**config.mk**
```make
export PLATFORM = sky130hd
export DESIGN_NAME = irq_gen
export DESIGN_NICKNAME = d
export VERILOG_FILES = /design/src/rtl/irq_gen_pkg.sv /design/src/rtl/irq_gen_line.sv /design/src/rtl/irq_gen.sv
export SDC_FILE = /design/constraint.sdc
export NUM_CORES = 1
export LEC_CHECK = 0
export CAP_MARGIN = 30
export CORE_UTILIZATION = 40
export CTS_BUF_LIST = sky130_fd_sc_hd__clkbuf_4
export CTS_CLUSTER_DIAMETER = 50
export DETAILED_ROUTE_END_ITERATION = 10
export GPL_TIMING_DRIVEN = 0
export PLACE_DENSITY = 0.7
export SLEW_MARGIN = 20
export SYNTH_ARGS = -nofsm -noshare
export SYNTH_HDL_FRONTEND = slang
export SYNTH_SLANG_ARGS = --single-unit
```
**constraint.sdc**
```tcl
create_clock -name clk -period 2.1 [get_ports clk]
set_input_delay 0.315 -clock clk [delete_from_list [all_inputs] [get_ports clk]]
set_output_delay 0.315 -clock clk [all_outputs]
set_load 0.01 [all_outputs]
```
**src/rtl/irq_gen_pkg.sv**
```systemverilog
// Shared definitions for the irq_gen interrupt transmitter: line count, FSM
// encodings and the width helper used to size the per-line holdoff counter.
package irq_gen_pkg;

    localparam int IRQ_NUM_LINES = 30;

    typedef enum logic {
        IRQ_ST_IDLE = 1'b0,
        IRQ_ST_HOLD = 1'b1
    } irq_state_e;

    // Bits needed to represent values 0..value-1 (at least 1).
    function automatic int irq_clog2(input int value);
        int res;
        int v;
        res = 0;
        v   = value - 1;
        while (v > 0) begin
            res = res + 1;
            v   = v >> 1;
        end
        return (res == 0) ? 1 : res;
    endfunction

endpackage

```
**src/rtl/irq_gen_line.sv**
```systemverilog
// One interrupt line: synchroniser, edge/level qualification, holdoff FSM,
// pending coalescing and (with IRQ_LOST_TRACK_EN defined) the sticky lost flag.
module irq_line
    import irq_gen_pkg::*;
#(
    parameter int SYNC_STAGES    = 2,
    parameter int HOLDOFF_CYCLES = 16,
    parameter bit LEVEL          = 1'b0
) (
    input  logic clk,
    input  logic rst_n,
    input  logic dev_irq,
    input  logic irq_mask,
    input  logic lost_clr,
    output logic ir_map,
    output logic pending,
    output logic lost
);

    localparam int              CNT_W    = irq_clog2(HOLDOFF_CYCLES + 1);
    localparam logic [CNT_W-1:0] CNT_LOAD = CNT_W'(HOLDOFF_CYCLES - 1);

    logic [SYNC_STAGES-1:0] sync_q, sync_d;
    logic                   s_prev_q, s_prev_d;
    irq_state_e             state_q, state_d;
    logic [CNT_W-1:0]       cnt_q, cnt_d;
    logic                   ir_map_q, ir_map_d;
    logic                   pending_q, pending_d;
    logic                   s;
    logic                   edge_det;
    logic                   req;
    logic                   lost_set;

    always_comb begin
        sync_d   = {sync_q[SYNC_STAGES-2:0], dev_irq};
        s        = sync_q[SYNC_STAGES-1];
        s_prev_d = s;
        edge_det = s & ~s_prev_q & irq_mask;
        // A pending edge is only honoured while the line is still enabled.
        req      = LEVEL ? (s & irq_mask) : (edge_det | (pending_q & irq_mask));

        state_d   = state_q;
        cnt_d     = cnt_q;
        ir_map_d  = 1'b0;
        pending_d = pending_q & irq_mask;
        lost_set  = 1'b0;

        case (state_q)
            IRQ_ST_IDLE: begin
                if (req) begin
                    ir_map_d  = 1'b1;
                    pending_d = 1'b0;
                    cnt_d     = CNT_LOAD;
                    state_d   = IRQ_ST_HOLD;
                end
            end
            IRQ_ST_HOLD: begin
                if (cnt_q == '0) begin
                    state_d = IRQ_ST_IDLE;
                end else begin
                    cnt_d = cnt_q - CNT_W'(1);
                end
                // Edges during holdoff coalesce into a single deferred pulse.
                if (!LEVEL && edge_det) begin
                    pending_d = 1'b1;
                    lost_set  = pending_q;
                end
            end
            default: begin
                state_d = IRQ_ST_IDLE;
            end
        endcase

        if (LEVEL) begin
            pending_d = 1'b0;
        end
    end

    always_ff @(posedge clk or negedge rst_n) begin
        if (!rst_n) begin
            sync_q    <= '0;
            s_prev_q  <= 1'b0;
            state_q   <= IRQ_ST_IDLE;
            cnt_q     <= '0;
            ir_map_q  <= 1'b0;
            pending_q <= 1'b0;
        end else begin
            sync_q    <= sync_d;
            s_prev_q  <= s_prev_d;
            state_q   <= state_d;
            cnt_q     <= cnt_d;
            ir_map_q  <= ir_map_d;
            pending_q <= pending_d;
        end
    end

    assign ir_map  = ir_map_q;
    assign pending = pending_q;

`ifdef IRQ_LOST_TRACK_EN
    logic lost_q, lost_d;

    // A new drop in the same cycle as a clear keeps the flag set.
    always_comb begin
        lost_d = lost_set | (lost_q & ~lost_clr);
    end

    always_ff @(posedge clk or negedge rst_n) begin
        if (!rst_n) begin
            lost_q <= 1'b0;
        end else begin
            lost_q <= lost_d;
        end
    end

    assign lost = lost_q;
`else
    logic unused_lost;
    assign unused_lost = lost_clr ^ lost_set;
    assign lost        = 1'b0;
`endif

endmodule

```
**src/rtl/irq_gen.sv**
```systemverilog
// Interrupt transmitter producing one-cycle, rate-limited pulses for CP0 ir_map[30:1].
// Define IRQ_LOST_TRACK_EN to keep the sticky per-line lost flags.
module irq_gen
    import irq_gen_pkg::*;
#(
    parameter int                 NUM_IRQ        = IRQ_NUM_LINES,
    parameter int                 SYNC_STAGES    = 2,
    parameter int                 HOLDOFF_CYCLES = 16,
    parameter logic [NUM_IRQ-1:0] LEVEL_MASK     = '0
) (
    input  logic               clk,
    input  logic               rst_n,
    input  logic [NUM_IRQ-1:0] dev_irq,
    input  logic [NUM_IRQ-1:0] irq_mask,
    output logic [NUM_IRQ-1:0] ir_map,
    output logic [NUM_IRQ-1:0] pending,
    output logic [NUM_IRQ-1:0] lost,
    input  logic [NUM_IRQ-1:0] lost_clr
);

    if (SYNC_STAGES < 2) begin : g_bad_sync
        $error("irq_gen: SYNC_STAGES must be >= 2");
    end
    if (HOLDOFF_CYCLES < 1) begin : g_bad_holdoff
        $error("irq_gen: HOLDOFF_CYCLES must be >= 1");
    end

    // Bit gi of every vector is CP0 line gi+1.
    for (genvar gi = 0; gi < NUM_IRQ; gi++) begin : g_line
        irq_line #(
            .SYNC_STAGES    (SYNC_STAGES),
            .HOLDOFF_CYCLES (HOLDOFF_CYCLES),
            .LEVEL          (LEVEL_MASK[gi])
        ) u_line (
            .clk      (clk),
            .rst_n    (rst_n),
            .dev_irq  (dev_irq[gi]),
            .irq_mask (irq_mask[gi]),
            .lost_clr (lost_clr[gi]),
            .ir_map   (ir_map[gi]),
            .pending  (pending[gi]),
            .lost     (lost[gi])
        );
    end

endmodule

```
=== Word-level counts from Yosys, hierarchy flattened ===
Index checks and enable logic that the tools add are counted.

* Bits of input ports: 92
* Flip-flop bits (word level): 330
* Output and inout bits: 90
* Logic and storage cells: 810

* Equal/unequal tests: 60
* Reduce and logical (&&, ||, !) cells: 60
* Bitwise operators: 180
* Multiplexer cells: 300
* $add $sub $neg: 30

{| class="wikitable"
|+ Operators with widths
! operator !! count
|-
| 5-bit 2-to-1 mux || 60
|-
| 5-bit one-hot mux with 2 select lines || 30
|-
| 5-bit logical NOT || 30
|-
| 1-bit 2-to-1 mux || 150
|-
| 5-bit by 1-bit subtractor with 5-bit output, second input constant || 30
|-
| 1-bit one-hot mux with 2 select lines || 60
|-
| 1-bit AND || 90
|-
| 2-bit by 1-bit inequality test with 1-bit output, second input constant || 30
|-
| 2-bit inequality test, second input constant || 30
|-
| 1-bit inverter || 60
|-
| 2-bit AND reduction || 30
|-
| 1-bit bitwise OR || 30
|}

=== Depth between registers and ports, before layout ===
Gate-level depths: netlist of run 1.

* Depth after elaboration: 6
* Mapped depth: 6

=== Hierarchy ===
A second synthesis of run 1 with hierarchy kept.

* Cell total of the unflattened synthesis: 1260
* Area total of the unflattened synthesis: 14076.0 um2

{| class="wikitable"
|+ By module, submodules not included
! module !! instances !! area an instance (um2) !! cells each
|-
| irq_line || 30 || 469.2 || 42
|}

=== Worst setup path before layout of run 1 ===
No wires, ideal clock.

* Kind: reg-to-reg
* Start point: register g_line[0].u_line.cnt_q[0]
* End point: register g_line[0].u_line.cnt_q[2]
* Required time: 1969 ps
* Slack: 485 ps
* Period minus slack after synthesis: 1615 ps
* Stages on the path, launching flop included: 7
* Arrival: 1484 ps
* Path through: dfrtp_1 > inv_1 > ha_1 > nand3b_1 > or3_4 > nor2b_1 > or3_1

* Cells in the longest elaborated chain, start to end: 3

{| class="wikitable"
|+ Ends and longest elaborated chain
! item !! line !! RTL
|-
| start, declared || irq_gen_line.sv:26 || <nowiki>logic [CNT_W-1:0] cnt_q, cnt_d;</nowiki>
|-
| start signal, assigned || irq_gen_line.sv:91 || <nowiki>cnt_q <= cnt_d;</nowiki>
|-
| 5-bit by 1-bit subtractor with 5-bit output or 5-bit logical NOT (tied branches) || irq_gen_line.sv:61, irq_gen_line.sv:58 ||
|-
| 5-bit 2-to-1 mux or 2-bit inequality test (tied branches) || -- ||
|-
| 5-bit one-hot mux with 2 select lines or 2-bit AND reduction (tied branches) || -- ||
|}

Parallel ways exist; a longest one is shown, timed or not. The select of a mux whose other input is x is not followed.
A chain may end at the register's enable or synchronous reset.

=== Worst setup path after layout of run 1 ===
* Start point: register g_line[15].u_line.pending_q
* End point: output pending[15]

{| class="wikitable"
|+ RTL lines
! item !! line !! RTL
|-
| start, declared || irq_gen_line.sv:28 || <nowiki>logic pending_q, pending_d;</nowiki>
|-
| start signal, assigned || irq_gen_line.sv:93 || <nowiki>pending_q <= pending_d;</nowiki>
|-
| end, declared || irq_gen.sv:16 || <nowiki>output logic [NUM_IRQ-1:0] pending,</nowiki>
|}

No word-level cell between the ends.

==> metrics.txt, run 1 <==
status=completed; max-slew violations=0; # nets final=1557; Area Overhead vs Synth=24.2%; min Tclk post-route=1.97 ns; yosys warns=0; CORE AREA=32900 um^2; Remaining DRCs=0; H-tree Lvls=3; CP Max Fanout=2; Initial Util=41.1%; reg2reg path depth=6; FF-to-FF End=g_line[25].u_line.cnt_q[3]; Setup-failing EPs final=0; share of flip-flops with an asynchronous set or reset=100%; Synth cell types=46; Layout Skew=0.0208 ns; Reg-to-Reg Start=g_line[25].u_line.cnt_q[0]; die area=34500 um^2; total number of vias=8920; largest delay contributor family on the critical path=buffers and inverters; Required @ worst endpoint=1.78 ns; CP Class=flop to primary output; max incr delay on CP=0.46 ns; sequential share of the synthesized area=61.1%; share of cells above drive strength 1=17.0%; clk_lat worst skew=0.68 ns; leakage power=8.02 nW; crit path buf inv count=2; FMAX=508 MHz; clk buf depth=3; worst slack at placement=0.250 ns; Die W=186 um; gp weighted congestion=0.782; Hold Fails Final Rpt=0; initial antenna violation count=1; count of flip-flops with a built-in enable after synthesis=0; Setup crit end kind=primary output; DPL Wire Length=14800 um; most frequent cells in the layout=dfrtp_1 (330), clkbuf_4 (124), clkdlybuf4s50_1 (110); total gr overflow=0; PwrDens=1320 nW/um^2; GRT Util Overall=13.6%; critical hold path startpoint=dev_irq[18]; setup TNS=0 ns; post-route ant nets=0; CTS tree=built; hold depth=1; Avg Vias per Cell=4.59; vias in the first global route=9157; WP depth=2; RSZ-0062 raised after global routing=no; Buffers on Ports=121; root buf cell=clkbuf_4; TritonCTS Sinks=330; Main synth FF type=dfrtp_1; Slew Limit Headroom=46.0%; # IOs=182; Detailed Route Iter0 Violations=346; slew at the pin closest to its max-slew limit=0.803 ns; Avg WL per Cell=11.5 um; r2r setup slk=0.26 ns; maximum VDD drop=0.532 mV; Worst Hold Class=input port to flop; global-route wire length before repair=39000 um; startpoint types=flop; Syn Area/Cell=11.5 um^2; area of the mapped netlist=13500 um^2; die height=186 um; crit path cell chain=buf_4 > clkdlybuf4s50_1; Row Count=66; TritonRoute pass-1 iters=4; total CTS buffers=88; Critical Path AT=1.65 ns; Crit-path slowest cell=clkdlybuf4s50_1; commonest non-fill, non-tap cell in the layout=dfrtp_1; Post-Syn Instances=1175; FF+latch count, synth=330; fin crit share=93.7%; postcts setup bufs=0; Fill cells=3016; final design utilization=51.0%; final setup margin=0.132 ns; Max-Cap Viols=0; Clock transition at path regs=0.06 ns; Hold Path End=g_line[18].u_line.sync_q[0]; WL final=22300 um; hold slack=0.0920 ns; largest net degree at the start of global routing=98
-- cell usage after synthesis, types with 4 or more instances --
| cell type | n | share of area, % |
|---|---|---|
| o21a_1 | 28 | 1.6 |
| a211oi_1 | 34 | 1.9 |
| nor3_1 | 69 | 2.6 |
| nor2b_1 | 55 | 2.5 |
| clkbuf_1 | 18 | 0.50 |
| or4_1 | 4 | 0.22 |
| xnor2_1 | 42 | 2.7 |
| a32oi_1 | 6 | 0.39 |
| and2_1 | 22 | 1.0 |
| a211o_1 | 7 | 0.45 |
| o21ai_0 | 20 | 0.74 |
| nand3_1 | 21 | 0.78 |
| a21boi_0 | 8 | 0.44 |
| a2bb2oi_1 | 35 | 2.3 |
| nor2_1 | 84 | 2.3 |
| o22a_1 | 8 | 0.52 |
| or3_1 | 8 | 0.37 |
| o22ai_1 | 17 | 0.79 |
| or3_4 | 5 | 0.42 |
| nand2_1 | 68 | 1.9 |
| o31ai_1 | 10 | 0.56 |
| ha_1 | 30 | 2.8 |
| buf_4 | 91 | 5.1 |
| and3_1 | 4 | 0.19 |
| nand3b_2 | 4 | 0.33 |
| mux2_2 | 4 | 0.33 |
| dfrtp_1 | 330 | 61 |
| a21oi_1 | 19 | 0.70 |
| inv_1 | 90 | 2.5 |
-- per-stage QoR --
| step | total power [mW] | instances | area [um^2] |
|---|---|---|---|
| 2_1_floorplan | 14.9 | 1204 | 13600 |
| 3_3_place_gp | 16.3 | 1767 | 15400 |
| 3_5_place_dp | 16.8 | 1770 | 15500 |
| 4_1_cts | 22.5 | 1940 | 16700 |
| 5_1_grt | 24.1 | 1945 | 16800 |
| 6_report | 22.1 | 1945 | 16800 |
-- sequential cells by signal, summed over array words and instances, names as in the netlist --
| register | cells |
|---|---|
| g_line.u_line.cnt_q | 150 |
| g_line.u_line.ir_map | 30 |
| g_line.u_line.pending | 30 |
| g_line.u_line.s_prev_q | 30 |
| g_line.u_line.state_q | 30 |
| g_line.u_line.sync_q | 60 |
-- cells by family (layout without fill, tap and decap cells) --
group	Yosys count	count (layout)	share of synthesized area, %
simple gates	365	365	14.0
compound gates	200	200	10.8
mux	4	4	0.333
fa+ha+maj	30	30	2.78
other cells	1	32	0.0278
flops	330	330	61.1
buf+inv	203	500	8.21
xor+xnor	42	42	2.72
-- final cells by class --
| cell class | count | area (um^2) | share of cell area (%) |
|---|---|---|---|
| flip-flops and latches | 330 | 8260 | 49.2 |
| multi-input cells | 671 | 4250 | 25.3 |
| repair buffers | 141 | 1490 | 8.88 |
| clock buffers | 124 | 931 | 5.55 |
| plain buffers | 113 | 771 | 4.59 |
| well taps | 442 | 553 | 3.30 |
| inverters | 90 | 338 | 2.01 |
| clock inverters | 32 | 181 | 1.08 |
| diodes | 2 | 5.00 | 0.0298 |
-- power breakdown --
group / switching (mW) / internal [mW] / leakage [nW] / total [mW]
Clock: 2.53 / 2.97 / 0.662 / 5.50
Combinational: 3.34 / 3.56 / 3.42 / 6.90
Sequential: 1.39 / 8.31 / 3.93 / 9.70
Total: 7.26 / 14.8 / 8.02 / 22.1
-- what timing repair did --
action / in CTS / in global routing
hold buffers: 14 / 3
resized for setup: 1 / 9
setup endpoints to repair: 1 / 9
hold endpoints to repair: 117 / 3
pin swaps: 0 / 0
-- worst reg2reg max path, delay by kind of cell (launching register included) --
kind            cells  cell delay [ns]
simple gates        3             0.84
compound gates      1             0.29
buf+inv             1             0.06
flops               1             0.40
fa+ha+maj           1             0.14
-- worst max-delay path by stage --
stage	endpoint	start	slack [ns]
2_1_floorplan	g_line[0].u_line.cnt_q[2]	g_line[0].u_line.cnt_q[0]	0.48
3_3_place_gp	g_line[22].u_line.s_prev_q	rst_n	-13.46
3_5_place_dp	g_line[25].u_line.cnt_q[3]	g_line[25].u_line.cnt_q[0]	0.25
4_1_cts	pending[5]	g_line[5].u_line.pending	0.002
5_1_grt	pending[26]	g_line[26].u_line.pending	0.001
6_report	pending[15]	g_line[15].u_line.pending	0.13
-- routing by layer --
layer  track usage, %  vias up  wire length [um]
li1                 -     4462                 -
met1             16.2     4235              9940
met2             22.6      175             10700
met3             3.80       48              1060
met4             6.33        0               551
met5                0        -                 0
Note: power is estimated with default switching activity, not from simulation.
==> run 2: changes to the inputs <==
GPL_TIMING_DRIVEN = not set   (was 0)
RECOVER_POWER = 100   (was not set)
clock period = 2.4 ns   (was 2.1 ns; I/O delays follow)
==> run 2 against run 1 <==
Critical path type unchanged. First-iteration DRC count decreased by 5.5%. Critical path depth is 1 lower. Sequential power down 9.0%. Global-route usage grew 0.13 points. Critical endpoint is now pending[5]. Worst setup slack improved by 0.17 ns.
==> metrics.txt, run 2 (synthesis results as in run 1) <==
post-CTS resize count=0 (-1); Initial Util=41.1% (unchanged); sw power=6.30 mW (-13%); total CTS buffers=89 (+1.1%); clk_lat worst skew=0.73 ns (+0.05 ns); Slew Limit Headroom=29.7% (-16 points); max-slew violations=0 (unchanged); sequential power share=46.4% (+2.5 points); min Tclk post-route=2.10 ns; setup TNS=0 ns (unchanged); largest net degree at the start of global routing=61 (-38%); # IOs=182 (unchanged); worst slack at placement=0.603 ns (+0.353 ns); Fill cells=3001 (-0.50%); clk buf depth=3 (unchanged); Layout Skew=0.0447 ns (+0.0238 ns); Avg Vias per Cell=4.67 (+1.7%); postcts setup bufs=0 (unchanged); Reg-to-Reg Start=g_line[10].u_line.cnt_q[0]; Row Count=66 (unchanged); Sw Share=33.1% (+0.29 points); Largest register FFs=150 (unchanged); TritonCTS Sinks=330 (unchanged); vias in the first global route=8920 (-2.6%); Required @ worst endpoint=2.04 ns (+0.26 ns); max incr delay on CP=0.61 ns (+0.15 ns); leakage power=7.53 nW (-6.1%); Buffers on Ports=121 (unchanged); PwrDens=1190 nW/um^2 (-9.6%); Die W=186 um (unchanged); area of the multi-input gates=4200 um^2 (-1.1%); root buf cell=clkbuf_4; slew at the pin closest to its max-slew limit=1.05 ns (+0.251 ns); status=completed; crit path buf inv count=1 (-1); share of cells above drive strength 1=10.9% (-6.1 points); commonest non-fill, non-tap cell in the layout=dfrtp_1; CTS tree=built; hold depth=1 (unchanged); die area=34500 um^2 (unchanged); Worst Hold Class=input port to flop; Top reg by flops=g_line.u_line.cnt_q; total internal power=12.7 mW (-14%); total gr overflow=0 (unchanged); Setup crit end kind=primary output; critical hold path startpoint=dev_irq[16]; FF-to-FF End=g_line[10].u_line.cnt_q[2]; Clock transition at path regs=0.06 ns (about the same); initial antenna violation count=2 (+1); CP Class=flop to primary output; # hold bufs at CTS=19 (+5); Clk pwr share=25.7% (+0.8 points); Area Overhead vs Synth=18.2%; reg2reg path depth=6 (unchanged); r2r setup slk=0.52 ns (+0.26 ns); die height=186 um (unchanged); FMAX=476 MHz; most frequent cells in the layout=dfrtp_1 (330), clkbuf_4 (122), dlygate4sd3_1 (110); Setup-failing EPs final=0 (unchanged); gp weighted congestion=0.785 (+0.40%); maximum VDD drop=0.547 mV (+2.8%); TritonRoute pass-1 iters=4 (unchanged); post-route ant nets=0 (unchanged); Comb pwr share=27.9% (-3.3 points); Hold Path End=g_line[16].u_line.sync_q[0]; Remaining DRCs=0 (unchanged); Max-Cap Viols=0 (unchanged); RSZ-0062 raised after global routing=no; Largest regs=g_line.u_line.cnt_q (150), g_line.u_line.sync_q (60); DPL Wire Length=15000 um (+1.5%); startpoint types=flop; H-tree Lvls=3 (unchanged); Critical Path AT=1.74 ns (+0.09 ns); Detailed Route Iter0 Violations=327 (-5.5%); Hold Fails Final Rpt=0 (unchanged); Crit-path slowest cell=dlygate4sd3_1; WL final=22300 um (about the same); CORE AREA=32900 um^2 (unchanged); global-route wire length before repair=38600 um (-0.80%); crit path cell chain=dlygate4sd3_1; largest delay contributor family on the critical path=buffers and inverters; total number of vias=8600 (-3.6%); final setup margin=0.300 ns (+0.168 ns); CP Max Fanout=2 (unchanged); # nets final=1455 (-6.6%); fin crit share=87.5%; FF/Latch Area=8260 um^2 (unchanged); Avg WL per Cell=12.1 um (+5.4%); GRT Util Overall=13.7% (+0.13 points)
==> run 2: area by class of cell <==
type	instances	area share, %
Sequential cell	330	51.7
Tap cell	442	3.46
Clock buffer	120	5.64
Antenna cell	6	0.0940
Multi-Input combinational cell	671	26.3
Clock inverter	33	1.32
Inverter	90	2.12
Timing Repair Buffer	151	9.33
==> run 2: power by group through the flow <==
stage               Sequential (mW)  Clock [mW]  Combinational [mW]
floorplan                      8.28           0                4.79
global placement               8.86           0                5.13
detailed placement             8.91           0                5.48
CTS                            8.85        5.12                5.50
global route                   9.11        5.45                6.13
finish                         8.83        4.89                5.30
==> run 2: layer usage <==
metal  global-route usage [%]  up-vias  share of wire (%)
met5                        0        -                  0
met4                     6.23        0                2.0
met3                     4.72       39                5.1
met2                     22.4      158                 48
met1                     16.2     4155                 45
li1                         -     4248                  -
==> run 2: worst max-delay path by stage <==
stage                                          start                          to  cells past startpoint
after floorplan            g_line[0].u_line.cnt_q[0]   g_line[0].u_line.cnt_q[2]                      6
after global placement    g_line[25].u_line.cnt_q[0]  g_line[25].u_line.cnt_q[0]                      6
after detailed placement  g_line[25].u_line.cnt_q[0]  g_line[25].u_line.cnt_q[0]                      6
after CTS                   g_line[5].u_line.pending                  pending[5]                      1
after global routing        g_line[5].u_line.pending                  pending[5]                      1
final                       g_line[5].u_line.pending                  pending[5]                      1
==> run 2: stage by stage <==
step	util [%]	hold slack (ns)	power, mW	instance area [um^2]	cells
2_1_floorplan	-	0.0644	13.1	13600	1204
3_3_place_gp	44.8	0.275	14.0	14700	1664
3_5_place_dp	44.8	0.276	14.4	14700	1664
4_1_cts	48.8	0.00541	19.5	16000	1836
5_1_grt	48.6	0.0940	20.7	16000	1843
6_report	48.6	0.207	19.0	16000	1843
==> run 3: changes to the inputs <==
CORE_UTILIZATION = 50   (was 40)
PLACE_DENSITY = 0.83   (was 0.7)
==> run 3 against run 2 <==
The run now ends with DRC left. Non-clock buffer count decreased by 18. Clock skew increased by 0.0083 ns. Worst setup slack improved by 0.033 ns. First-iteration DRC count rose by 35%. Power shrank 0.75%. Register-to-register slack got worse by 0.03 ns. Clock power decreased by 4.7%. Final cell count fell by 7.5%. Critical endpoint is now pending[18]. Largest cell class unchanged. Largest power group unchanged. Highest routed layer unchanged.
==> metrics.txt, run 3 (synthesis results as in run 1) <==
status=finished with violations; failing checks=DRC; total CTS buffers=85 (-4.5%); FMAX=484 MHz (+1.6%); Design Area, Final=15600 um^2 (-2.6%); slew at the pin closest to its max-slew limit=1.20 ns (+0.145 ns); Met3 Wirelength=1150 um (+1.1%); global-route wire length before repair=40400 um (+4.5%); FF/Latch Area=8260 um^2 (unchanged); Layout Cells excl Fill=1705 (-7.5%); clk_lat worst skew=0.69 ns (-0.04 ns); vias in the first global route=9047 (+1.4%); TritonCTS Sinks=330 (unchanged); WL final=22900 um (+3.0%); max-slew violations=0 (unchanged); sw power=6.37 mW (+1.1%); TritonRoute pass-1 iters=10 (+6); # IOs=182 (unchanged); Crit-path slowest cell=dlygate4sd3_1; GRT Util Overall=17.5% (+3.8 points); H-tree Lvls=3 (unchanged); post-route ant nets=0 (unchanged); clk buf depth=3 (unchanged); root buf cell=clkbuf_4; Worst Hold Class=input port to async pin; Initial Util=51.4% (+10 points); Die W=166 um (-10%); CORE AREA=26300 um^2 (-20%); CTS tree=built; DPL Wire Length=15700 um (+4.6%); Row Count=59 (-11%); gp weighted congestion=0.813 (+3.5%); wl on met1=9580 um (-3.6%); Setup-failing EPs final=0 (unchanged); die height=166 um (-10%); commonest non-fill, non-tap cell in the layout=dfrtp_1; most frequent cells in the layout=dfrtp_1 (330), clkbuf_4 (108), dlygate4sd3_1 (91); top layer in use=met4; Sw Share=33.7% (+0.61 points); Top reg by flops=g_line.u_line.cnt_q; Buffers on Ports=121 (unchanged); Remaining DRCs=10 (+10); min Tclk post-route=2.07 ns (-0.0334 ns); RSZ-0062 raised after global routing=no; Clock transition at path regs=0.06 ns (about the same); Setup crit end kind=primary output; Max-Cap Viols=0 (unchanged); # nets final=1433 (-1.5%); share of cells above drive strength 1=10.5% (-0.37 points); Inst Count DP=1558 (-6.4%); Avg WL per Cell=13.4 um (+11%); Reg-to-Reg Start=g_line[24].u_line.cnt_q[0]; total gr overflow=0 (unchanged); Fill cells=2140 (-29%); Slew Limit Headroom=20.0% (-9.7 points); sequential power share=47.0% (+0.6 points); crit path cell chain=dlygate4sd3_1; DP Area=14600 um^2 (-0.94%); Avg Vias per Cell=5.07 (+8.7%); startpoint types=flop; Clk pwr share=24.7% (-1.0 points); initial antenna violation count=1 (-1); Pwr Total=18.9 mW (-0.75%); setup TNS=0 ns (unchanged); PwrDens=1210 nW/um^2 (+1.9%); fin crit share=86.1% (-1.4 points); DR WL met2=11800 um (+9.3%); crit path buf inv count=1 (unchanged); total internal power=12.5 mW (-1.7%); largest net degree at the start of global routing=68 (+11%); Largest register FFs=150 (unchanged); CP Class=flop to primary output; largest delay contributor family on the critical path=buffers and inverters; Largest regs=g_line.u_line.cnt_q (150), g_line.u_line.sync_q (60); crit path launch=g_line[18].u_line.pending; CP Max Fanout=2 (unchanged); Comb pwr share=28.3% (+0.4 points); area of the multi-input gates=4210 um^2 (+0.15%); leakage power=7.39 nW (-1.8%); Required @ worst endpoint=2.04 ns (about the same); Hold Fails Final Rpt=0 (unchanged); Area Overhead vs Synth=15.2%; total number of vias=8651 (+0.59%); Layout Skew=0.0530 ns (+0.00834 ns); Critical Path AT=1.71 ns (-0.03 ns); Detailed Route Iter0 Violations=442 (+35%); maximum VDD drop=0.598 mV (+9.4%); die area=27700 um^2 (-20%); max incr delay on CP=0.63 ns (+0.02 ns)
[run 3: path summary, 6_finish.rpt]
kind	cells after the start	endpoint	slack, ns
hold / removal	2	g_line[0].u_line.cnt_q[4]	0.22
setup reg to reg	6	g_line[24].u_line.cnt_q[0]	0.49
hold reg to reg	0	g_line[11].u_line.sync_q[1]	0.34
min in group clk	1	g_line[22].u_line.sync_q[0]	0.24
max in group asynchronous	3	g_line[13].u_line.sync_q[0]	0.55
setup / recovery	1	pending[18]	0.33
[run 3: cell type report]
type                    count  share of cell area [%]
diodes                      2                  0.0322
clock buffers             108                    5.21
clock inverters            36                    1.55
inverters                  90                    2.17
multi-input cells         671                    27.1
flip-flops and latches    330                    53.1
well taps                 335                    2.69
repair buffers            133                    8.18
[run 3: through the flow]
stage / hold slack, ns / worst slack, ns / utilization, %
after global routing: 0.170 / 0.210 / 59.2
after detailed placement: 0.335 / 0.523 / 55.6
final: 0.218 / 0.333 / 59.2
after floorplan: 0.0644 / 0.785 / -
after CTS: 0.0427 / 0.313 / 59.6
after global placement: 0.333 / 0.665 / 55.6
[run 3: layer usage]
layer	up-vias	track usage (%)
met1	4209	20.6
met3	45	4.24
met5	-	0
met4	0	7.53
li1	4197	-
met2	200	30.4
[run 3: what timing repair did]
item | 4_1_cts | 5_1_grt
endpoints found under the hold margin | 56 | 0
resized for setup | 0 | 0
setup buffers | 0 | 0
hold buffers | 1 | 0
[run 3: power groups by stage]
stage               combinational (mW)  sequential [mW]  clock [mW]
finish                            5.35             8.87        4.66
floorplan                         4.79             8.28           0
detailed placement                5.54             8.93           0
CTS                               5.54             8.87        4.86
global placement                  5.08             8.83           0
global route                      6.13             9.17        5.14
